**config.mk**
```make
export PLATFORM = sky130hd
export DESIGN_NAME = alu_pipe
export DESIGN_NICKNAME = d
export VERILOG_FILES = /design/src/rtl/alu_pkg.sv /design/src/rtl/alu_pipe_fifo.sv /design/src/rtl/alu_pipe.sv
export SDC_FILE = /design/constraint.sdc
export NUM_CORES = 1
export LEC_CHECK = 0
export ABC_AREA = 0
export BUFFER_PORTS_ARGS = -buffer_cell sky130_fd_sc_hd__buf_2
export CAP_MARGIN = 10
export CORE_MARGIN = 5
export CORE_UTILIZATION = 50
export DETAILED_ROUTE_END_ITERATION = 7
export MAX_ROUTING_LAYER = met4
export PLACE_DENSITY = 0.8
export SETUP_SLACK_MARGIN = 0.1
export SYNTH_ARGS = -nofsm -noshare
export SYNTH_HDL_FRONTEND = slang
export SYNTH_HIERARCHICAL = 1
export SYNTH_SLANG_ARGS = --single-unit
```
**constraint.sdc**
```tcl
create_clock -name clk -period 3.7 [get_ports clk]
set_input_delay 0 -clock clk [delete_from_list [all_inputs] [get_ports clk]]
set_output_delay 0 -clock clk [all_outputs]
set_load 0.005 [all_outputs]
```
**src/rtl/alu_pkg.sv**
```systemverilog
// Shared ALU definitions: opcode encodings and response-record field widths.
// Used by alu_pipe, by the command sequencer that issues requests, and by the result checker.
// Pure declarations, no logic.
package alu_pkg;

  localparam int OPC_W  = 3;  // opcode field width
  localparam int TAG_W  = 2;  // initiator tag width
  localparam int FLAG_W = 2;  // carry + zero
  localparam int CNT_W  = 8;  // completed-operation counter width

  localparam logic [OPC_W-1:0] OP_ADD = 3'b000;
  localparam logic [OPC_W-1:0] OP_SUB = 3'b001;
  localparam logic [OPC_W-1:0] OP_AND = 3'b010;
  localparam logic [OPC_W-1:0] OP_OR  = 3'b011;
  localparam logic [OPC_W-1:0] OP_XOR = 3'b100;
  localparam logic [OPC_W-1:0] OP_NOT = 3'b101;
  localparam logic [OPC_W-1:0] OP_SHL = 3'b110;
  localparam logic [OPC_W-1:0] OP_SHR = 3'b111;

endpackage

```
**src/rtl/alu_pipe_fifo.sv**
```systemverilog
// Synchronous FIFO with wrap-bit pointers; writes become readable one cycle after the write edge.
// Latency: push at edge N, visible on !empty after edge N+1; no bypass.
// Backpressure: push ignored when full, pop ignored when empty; count reflects all written entries.
module alu_pipe_fifo #(
  parameter int WIDTH_DATA = 8,
  parameter int DEPTH      = 4
) (
  input  logic                    clk,
  input  logic                    reset,
  input  logic                    push,
  input  logic [WIDTH_DATA-1:0]   push_data,
  input  logic                    pop,
  output logic [WIDTH_DATA-1:0]   pop_data,
  output logic                    full,
  output logic                    empty,
  output logic [$clog2(DEPTH):0]  count
);

  localparam int AW = $clog2(DEPTH);

  logic [AW:0]           wr_ptr_q, wr_ptr_d;
  logic [AW:0]           rd_ptr_q, rd_ptr_d;
  // Copy of wr_ptr delayed one cycle: the read side only sees completed writes.
  logic [AW:0]           vis_ptr_q, vis_ptr_d;
  logic [WIDTH_DATA-1:0] mem_q [DEPTH];
  logic [WIDTH_DATA-1:0] mem_d [DEPTH];
  logic                  push_en;
  logic                  pop_en;

  // Status flags: full/empty differ only in the wrap bit; count covers every written entry.
  always_comb begin
    count    = wr_ptr_q - rd_ptr_q;
    full     = (wr_ptr_q[AW] != rd_ptr_q[AW]) && (wr_ptr_q[AW-1:0] == rd_ptr_q[AW-1:0]);
    empty    = (vis_ptr_q == rd_ptr_q);
    pop_data = mem_q[rd_ptr_q[AW-1:0]];
    push_en  = push && !full;
    pop_en   = pop && !empty;
  end

  // Next-state for pointers and storage.
  always_comb begin
    wr_ptr_d  = wr_ptr_q;
    rd_ptr_d  = rd_ptr_q;
    vis_ptr_d = wr_ptr_q;
    mem_d     = mem_q;
    if (push_en) begin
      mem_d[wr_ptr_q[AW-1:0]] = push_data;
      wr_ptr_d = wr_ptr_q + 1'b1;
    end
    if (pop_en) begin
      rd_ptr_d = rd_ptr_q + 1'b1;
    end
  end

  // State registers; storage is cleared so the read port shows zero after reset.
  always_ff @(posedge clk) begin
    if (reset) begin
      wr_ptr_q  <= '0;
      rd_ptr_q  <= '0;
      vis_ptr_q <= '0;
      for (int i = 0; i < DEPTH; i++) mem_q[i] <= '0;
    end else begin
      wr_ptr_q  <= wr_ptr_d;
      rd_ptr_q  <= rd_ptr_d;
      vis_ptr_q <= vis_ptr_d;
      mem_q     <= mem_d;
    end
  end

endmodule

```
**src/rtl/alu_pipe.sv**
```systemverilog
// Handshaked two-stage ALU: S1 registers the request, S2 computes and writes a result FIFO.
// Latency: accept at edge N, FIFO write at N+1, rsp_valid after N+2 when the FIFO was empty.
// Backpressure: credit-based req_ready (fifo_count + s1_valid < DEPTH) so S2 never stalls.
module alu_pipe
  import alu_pkg::*;
#(
  parameter int WIDTH = 4,
  parameter int DEPTH = 4
) (
  input  logic              clk,
  input  logic              reset,
  input  logic              req_valid,
  output logic              req_ready,
  input  logic [OPC_W-1:0]  req_opcode,
  input  logic [WIDTH-1:0]  req_operand_1,
  input  logic [WIDTH-1:0]  req_operand_2,
  input  logic [TAG_W-1:0]  req_tag,
  output logic              rsp_valid,
  input  logic              rsp_ready,
  output logic [WIDTH-1:0]  rsp_result,
  output logic              rsp_carry,
  output logic              rsp_zero,
  output logic [TAG_W-1:0]  rsp_tag,
  output logic [CNT_W-1:0]  op_count
);

  localparam int CW    = $clog2(DEPTH);
  localparam int REC_W = WIDTH + FLAG_W + TAG_W;

  typedef struct packed {
    logic [TAG_W-1:0] tag;
    logic             carry;
    logic             zero;
    logic [WIDTH-1:0] result;
  } rsp_rec_t;

  logic              s1_valid_q, s1_valid_d;
  logic [OPC_W-1:0]  s1_opcode_q, s1_opcode_d;
  logic [WIDTH-1:0]  s1_a_q, s1_a_d;
  logic [WIDTH-1:0]  s1_b_q, s1_b_d;
  logic [TAG_W-1:0]  s1_tag_q, s1_tag_d;
  logic [CNT_W-1:0]  op_count_q, op_count_d;

  logic              accept;
  logic [CW+1:0]     occupancy;
  logic [WIDTH:0]    sum_ext;
  logic [WIDTH:0]    diff_ext;
  rsp_rec_t          s2_rec;
  rsp_rec_t          head_rec;
  logic [REC_W-1:0]  fifo_rdata;
  logic              fifo_full;
  logic              fifo_empty;
  logic [CW:0]       fifo_count;
  logic              fifo_push;
  logic              fifo_pop;

  // Credit check: every accepted-but-unpopped request owns a FIFO slot, so S2 can always write.
  always_comb begin
    occupancy = {1'b0, fifo_count} + {{(CW+1){1'b0}}, s1_valid_q};
    req_ready = (occupancy < (CW+2)'(DEPTH));
    accept    = req_valid && req_ready;
  end

  // S1 capture: load on accept, valid drops when nothing is accepted.
  always_comb begin
    s1_valid_d  = accept;
    s1_opcode_d = s1_opcode_q;
    s1_a_d      = s1_a_q;
    s1_b_d      = s1_b_q;
    s1_tag_d    = s1_tag_q;
    if (accept) begin
      s1_opcode_d = req_opcode;
      s1_a_d      = req_operand_1;
      s1_b_d      = req_operand_2;
      s1_tag_d    = req_tag;
    end
  end

  // S2 compute: result truncated to WIDTH, carry per opcode, zero on the truncated result.
  always_comb begin
    sum_ext       = {1'b0, s1_a_q} + {1'b0, s1_b_q};
    diff_ext      = {1'b0, s1_a_q} - {1'b0, s1_b_q};
    s2_rec        = '0;
    s2_rec.tag    = s1_tag_q;
    case (s1_opcode_q)
      OP_ADD: begin
        s2_rec.result = sum_ext[WIDTH-1:0];
        s2_rec.carry  = sum_ext[WIDTH];
      end
      OP_SUB: begin
        s2_rec.result = diff_ext[WIDTH-1:0];
        s2_rec.carry  = diff_ext[WIDTH];  // borrow out == (A < B) unsigned
      end
      OP_AND: s2_rec.result = s1_a_q & s1_b_q;
      OP_OR:  s2_rec.result = s1_a_q | s1_b_q;
      OP_XOR: s2_rec.result = s1_a_q ^ s1_b_q;
      OP_NOT: s2_rec.result = ~s1_a_q;
      OP_SHL: begin
        s2_rec.result = {s1_a_q[WIDTH-2:0], 1'b0};
        s2_rec.carry  = s1_a_q[WIDTH-1];
      end
      default: begin  // OP_SHR, logical
        s2_rec.result = {1'b0, s1_a_q[WIDTH-1:1]};
        s2_rec.carry  = s1_a_q[0];
      end
    endcase
    s2_rec.zero = ~|s2_rec.result;
  end

  // FIFO push/pop and the completed-operation counter (counts writes, not pops).
  always_comb begin
    fifo_push  = s1_valid_q && !fifo_full;
    fifo_pop   = rsp_valid && rsp_ready;
    op_count_d = op_count_q + {{(CNT_W-1){1'b0}}, fifo_push};
  end

  // Pipeline registers with synchronous reset; reset discards S1 and clears the counter.
  always_ff @(posedge clk) begin
    if (reset) begin
      s1_valid_q  <= 1'b0;
      s1_opcode_q <= '0;
      s1_a_q      <= '0;
      s1_b_q      <= '0;
      s1_tag_q    <= '0;
      op_count_q  <= '0;
    end else begin
      s1_valid_q  <= s1_valid_d;
      s1_opcode_q <= s1_opcode_d;
      s1_a_q      <= s1_a_d;
      s1_b_q      <= s1_b_d;
      s1_tag_q    <= s1_tag_d;
      op_count_q  <= op_count_d;
    end
  end

  alu_pipe_fifo #(
    .WIDTH_DATA (REC_W),
    .DEPTH      (DEPTH)
  ) u_fifo (
    .clk       (clk),
    .reset     (reset),
    .push      (fifo_push),
    .push_data (s2_rec),
    .pop       (fifo_pop),
    .pop_data  (fifo_rdata),
    .full      (fifo_full),
    .empty     (fifo_empty),
    .count     (fifo_count)
  );

  // Response port driven straight from the FIFO head.
  always_comb begin
    head_rec   = rsp_rec_t'(fifo_rdata);
    rsp_valid  = !fifo_empty;
    rsp_result = head_rec.result;
    rsp_carry  = head_rec.carry;
    rsp_zero   = head_rec.zero;
    rsp_tag    = head_rec.tag;
    op_count   = op_count_q;
  end

endmodule
```
==> results of run 1 <==
==> metrics by stage <==
stage	setup slack (ns)	power, mW
global placement	1.08	1.32
floorplan	1.00	1.21
finish	0.967	2.02
CTS	0.947	2.04
detailed placement	0.974	1.34
global route	0.735	2.13
==> cell type report <==
type | count | area share
timing repair buffer | 50 | 0.0785
tap | 96 | 0.0292
sequential | 63 | 0.307
clock buffer | 9 | 0.0301
clock inverter | 7 | 0.0253
inverter | 18 | 0.0164
multi-input combinational | 266 | 0.514
==> cells by family after synthesis <==
kind of cell | synth area share
AOI/OAI and AO/OA | 0.109
xor gates and xnor gates | 0.0400
adders and majority gates | 0.0913
buffers and inverters | 0.0464
DFF | 0.357
muxes | 0.167
and+or+nand+nor | 0.190
==> per-layer routing <==
layer,global-route usage,vias to the layer above,wire length (um)
li1,-,1337,-
met1,0.228,1304,3360
met2,0.290,61,3690
met3,0.0537,10,308
met4,0.0758,0,100
met5,-,-,0
==> power groups by stage <==
stage,clock [mW],combinational (mW),sequential (mW)
2_1_floorplan,0,0.436,0.771
3_5_place_dp,0,0.554,0.783
5_1_grt,0.730,0.628,0.776
6_report,0.681,0.569,0.769
4_1_cts,0.701,0.569,0.768
3_3_place_gp,0,0.540,0.781
==> state kept, by name, indices dropped and copies added (netlist names), 2 cells and up <==
register	cells
u_fifo/rd_ptr_q	3
u_fifo/vis_ptr_q	3
u_fifo/mem_q	32
s1_opcode_q	3
s1_b_q	4
op_count	8
s1_tag_q	2
u_fifo/vis_ptr_d	3
s1_a_q	4
==> worst min-delay path by stage <==
stage	startpoint	slack (ns)	end
finish	req_valid	0.21	s1_valid_q
detailed placement	req_operand_1[2]	0.25	s1_a_q[2]
global route	rsp_ready	0.24	u_fifo/rd_ptr_q[1]
floorplan	reset	0.07	op_count[0]
CTS	req_valid	0.18	s1_valid_q
global placement	req_operand_2[1]	0.24	s1_b_q[1]
==> Yosys cell counts, drive strengths merged, types with 5 or more instances <==
library cell  instances
dfxtp                63
nand2b               41
nand2                36
mux2i                34
ha                   21
nor2                 21
a21oi                20
inv                  18
clkbuf               13
nor2b                 9
mux4                  8
xnor2                 8
nand3                 7
buf                   6
mux2                  6
xor2                  6
o211ai                5
o21ai                 5
==> critical path, cell delays in order, from the launching register on <==
cell and delay [ns]:
dfxtp_1 0.33, buf_4 0.27, ha_1 0.29, nand2_1 0.25, nor2_1 0.07, nor2b_1 0.51
o211ai_2 0.47, mux2_1 0.42
==> metrics.md, run 1 <==
| Metric | Value |
|---|---|
| Status | `complete, no violations` |
| Period minus WS final | `2.73 ns` |
| Pint | `1.36 mW` |
| Die Wd | `94.1 um` |
| Total Die Area | `8850 um2` |
| Max transition margin | `0.313` |
| Crit path from | `u_fifo/rd_ptr_q[0]` |
| Cell Count Post-Placement | `480` |
| Leading area contributor after synthesis | `dfxtp_1` |
| Pins over their slew limit | `0` |
| Initial Util | `0.518` |
| Cts bufs inserted | `9` |
| I/O Pins | `35` |
| Clock transition at the registers of the reported paths | `0.08 ns` |
| Post-synthesis sequential area ratio | `0.357` |
| Final Instance Area | `4110 um2` |
| Final hold violations | `0` |
| MaxCap Viol Count | `0` |
| Post-synth EDFFs | `0` |
| Dpl hpwl | `4930 um` |
| RSZ-0062 raised after global routing | `false` |
| Antenna violations before repair | `0` |
| FF-to-FF End | `u_fifo/vis_ptr_d[2]` |
| Final Net Count | `449` |
| DRC | `0` |
| Final core utilization | `0.602` |
| Setup CP Type | `reg -> reg` |
| Leakage power | `1.84 nW` |
| Input/output buffers | `34` |
| Clk pwr share | `0.337` |
| Largest net degree at the start of global routing | `74` |
| Setup Skew | `0.0112 ns` |
| DRT Pass-1 Iters | `4` |
| Setup violations, final | `0` |
| Post-synthesis register bit count | `63` |
| Hold Crit Depth | `3` |
| ANT nets after route | `0` |
| Number of post-CTS setup repair buffers | `0` |
| DRT iter0 DRCs | `93` |
| Area growth syn-to-layout | `16.2%` |
| Crit Reg-Reg Startpoint | `u_fifo/rd_ptr_q[0]` |
| CTS tree | `done` |
| CORE AREA | `6830 um2` |
| Ys async rst share | `0` |
| Vias in the first global route | `2709` |
| DR vias/cell | `5.33` |
| Endpoint class of the critical path | `flip-flop` |
| Cell variety after synth | `48` |
| Pwr dens | `491 nW/um2` |
| Wire per inst | `14.7 um` |
| RePlAce Congestion | `0.860` |
| Crit Path Max Fanout | `15` |
| GRT overflow | `0` |
| Final WL | `7460 um` |
| Syn nets | `407` |
| Diodes inserted | `0` |
| Switching pwr | `0.663 mW` |
| Warnings, synthesis | `6` |
| Chip height | `94.1 um` |
| VDD IR max | `0.351 mV` |
| Post-Syn Area | `3540 um2` |
| Multi-input gate area | `2110 um2` |
| Most common cell after layout, fill and taps aside | `dfxtp_1` |
| Syn Inst Count | `366` |
| Most frequent cells in the layout | `dfxtp_1, nand2b_1, nand2_1` |
| Worst Reg-to-Reg Cells | `7` |
| Sink Count | `63` |
| Sequential Area | `1260 um2` |
| Top-area cell type share of the netlist area | `0.357` |
| Final non-filler cell total | `509` |
| Area after DPL | `3750 um2` |
| Avg Cell Area, Syn | `9.66 um2` |
| R2r setup slk | `0.97 ns` |
| Top cells by area, synth | `dfxtp_1, mux2i_1, ha_1, nand2b_1, mux4_2` |
| Tot GR Track Use | `0.187` |
| Via count | `2712` |
| CTS resizes | `0` |
| Sequential Power Share | `0.381` |
| TNS Setup | `0 ns` |
| FMAX | `366 MHz` |
| Root buffer cell | `clkbuf_8` |
| Standard-cell rows | `30` |
| Final hold slack | `0.214 ns` |
| Sw frac | `0.329` |
| Fill cells | `568` |
| Clk Latency, worst-skew pair | `0.35 ns` |
| Crit start category | `flip-flop` |
| Worst Path Required | `3.94 ns` |
| Least-Margin Pin Slew | `1.03 ns` |
| H-tree depth | `3` |
| Final worst path period share | `0.739` |
| Capture point of the worst path | `u_fifo/vis_ptr_d[2]` |
| Worst hold path class | `in -> reg` |
| Top FF cell, synth | `dfxtp_1` |
| Layout cell share with drive strength beyond 1 | `0.184` |
| First-pass GRT wire length | `12600 um` |
| Combinational share of power | `0.282` |
| CTS Hold Bufs | `13` |
| Critical Path AT | `2.97 ns` |
| CTS max path bufs | `2` |
Note: power is estimated with default switching activity, not from simulation.
==> run 2, diff against run 1 <==
--- a/config.mk
+++ b/config.mk
@@ -12,7 +12,7 @@
 export CORE_UTILIZATION = 50
 export DETAILED_ROUTE_END_ITERATION = 7
 export MAX_ROUTING_LAYER = met4
-export PLACE_DENSITY = 0.8
+export PLACE_DENSITY = 0.83
 export SETUP_SLACK_MARGIN = 0.1
 export SYNTH_ARGS = -nofsm -noshare
 export SYNTH_HDL_FRONTEND = slang
==> constraint.sdc (replaced) <==
create_clock -name clk -period 2.2 [get_ports clk]
set_input_delay 0 -clock clk [delete_from_list [all_inputs] [get_ports clk]]
set_output_delay 0 -clock clk [all_outputs]
set_load 0.005 [all_outputs]
==> run 2 against run 1 <==
- clock skew decreased by 0.0033 ns
- fmax is 26% higher
- worst setup slack got worse by 0.94 ns
- sequential share of layout area is 1.6 points lower
- power grew 73%
- register-to-register slack lost 0.94 ns
- critical endpoint is now u_fifo/mem_q[25]
- largest power group unchanged
==> metrics.md, run 2 (synthesized netlist as in run 1, its figures left out) <==
| Metric | Value |
|---|---|
| Cts bufs inserted | `9` |
| Setup violations, final | `0` |
| Chip height | `94.1 um` |
| Most frequent cells in the layout | `dfxtp_1, nand2b_1, nand2_1` |
| Worst hold path class | `in -> reg` |
| Final WL | `7710 um` |
| Critical Path AT | `2.44 ns` |
| Via count | `2803` |
| Final worst path period share | `0.987` |
| Leakage power | `1.94 nW` |
| Die Wd | `94.1 um` |
| DRT iter0 DRCs | `163` |
| Input/output buffers | `34` |
| CTS max path bufs | `2` |
| Final hold violations | `0` |
| GRT overflow | `0` |
| Clk pwr share | `0.298` |
| Overall power | `3.49 mW` |
| First-pass GRT wire length | `12900 um` |
| Pint | `2.33 mW` |
| ANT nets after route | `0` |
| Max transition margin | `0.588` |
| CTS tree | `done` |
| TNS Setup | `0 ns` |
| CORE AREA | `6830 um2` |
| Status | `complete, no violations` |
| Total Die Area | `8850 um2` |
| RSZ-0062 raised after global routing | `true` |
| Setup CP Type | `reg -> reg` |
| Least-Margin Pin Slew | `0.618 ns` |
| Setup Skew | `0.00790 ns` |
| Clk Latency, worst-skew pair | `0.35 ns` |
| RePlAce Congestion | `0.897` |
| Pwr dens | `795 nW/um2` |
| Clock transition at the registers of the reported paths | `0.07 ns` |
| H-tree depth | `3` |
| Final Net Count | `472` |
| Crit Path Max Fanout | `4` |
| Antenna violations before repair | `0` |
| MaxCap Viol Count | `0` |
| Largest net degree at the start of global routing | `44` |
| Dpl hpwl | `5330 um` |
| FMAX | `460 MHz` |
| Largest register by flop count | `u_fifo/mem_q` |
| Most common cell after layout, fill and taps aside | `dfxtp_1` |
| DRC | `0` |
| DR vias/cell | `5.27` |
| Pins over their slew limit | `0` |
| DRT Pass-1 Iters | `4` |
| Sink Count | `63` |
| Max FFs per register | `32` |
| Layout cell share with drive strength beyond 1 | `0.284` |
| Area after DPL | `3910 um2` |
| Wire per inst | `14.5 um` |
| Vias in the first global route | `2815` |
| Final Instance Area | `4390 um2` |
| Period minus WS final | `2.17 ns` |
| Endpoint class of the critical path | `flip-flop` |
| Crit start category | `flip-flop` |
| Worst Path Required | `2.47 ns` |
| Diodes inserted | `0` |
| Root buffer cell | `clkbuf_8` |
| Sw frac | `0.333` |
| Tot GR Track Use | `0.190` |
| VDD IR max | `0.478 mV` |
| Area growth syn-to-layout | `24.1%` |
| Sequential Power Share | `0.370` |
| Switching pwr | `1.16 mW` |
| Combinational share of power | `0.332` |
| Initial Util | `0.518` |
| Standard-cell rows | `30` |
| I/O Pins | `35` |
run 2: cell count changes in the layout (fill, tap and decap cells not counted), sizes merged:
| cell | previous run | this run |
|---|---|---|
| buf | 37 | 60 |
| clkinvlp | 0 | 2 |
| bufinv | 2 | 1 |
| clkbuf | 9 | 10 |
| clkinv | 3 | 2 |
| inv | 20 | 19 |
run 2: cell type report:
cell class / count / area [um2]
clock buffer: 10 / 138
clock inverter: 6 / 67.6
fill: 568 / 2440
inverter: 18 / 67.6
multi-input combinational: 266 / 2220
sequential: 63 / 1280
tap: 96 / 120
timing repair buffer: 73 / 499
run 2: timing repair:
action | 4_1_cts | 5_1_grt
setup buffers | 2 | 3
hold buffers | 13 | 0
hold endpoints to repair | 13 | 0
endpoints found under the setup margin | 12 | 39
pin swaps | 1 | 6
resized for setup | 5 | 20
run 2: stage by stage:
stage          hold slack [ns]  worst slack [ns]  cells  utilization
3_3_place_gp             0.241            0.0322    498        0.572
2_1_floorplan           0.0716            0.0981    366            -
4_1_cts                 0.0564            0.0356    529        0.628
3_5_place_dp             0.246           -0.0123    498        0.572
6_report                0.0732            0.0278    532        0.642
5_1_grt                  0.126           -0.0813    532        0.642
run 2: final timing paths:
path                   from          endpoint  slack [ns]  cells past startpoint
setup / recovery  s1_a_q[0]  u_fifo/mem_q[25]        0.03                      8
hold / removal    req_valid        s1_valid_q        0.07                      4
setup reg to reg  s1_a_q[0]  u_fifo/mem_q[25]        0.03                      8
hold reg to reg   s1_b_q[2]         s1_b_q[2]        0.47                      2
run 2: per-layer routing:
layer	vias to the layer above	GRT usage	share of wire
li1	1387	-	-
met1	1334	0.223	0.42
met2	69	0.308	0.51
met3	13	0.0521	0.046
met4	0	0.0746	0.017
met5	-	-	0
run 2: power groups by stage:
stage / clock, mW / sequential (mW) / combinational, mW
final: 1.04 / 1.29 / 1.16
after global routing: 1.11 / 1.30 / 1.28
after CTS: 1.07 / 1.29 / 1.09
after detailed placement: 0 / 1.31 / 1.04
after global placement: 0 / 1.31 / 1.01
after floorplan: 0 / 1.30 / 0.753
run 2: worst max-delay path: stages (launching register included):
cell and delay, ns:
dfxtp_2 0.35, inv_2 0.05, ha_4 0.16, fa_1 0.42
mux2_2 0.27, or3_4 0.34, a31oi_4 0.16, nand2b_1 0.15
mux2i_1 0.19
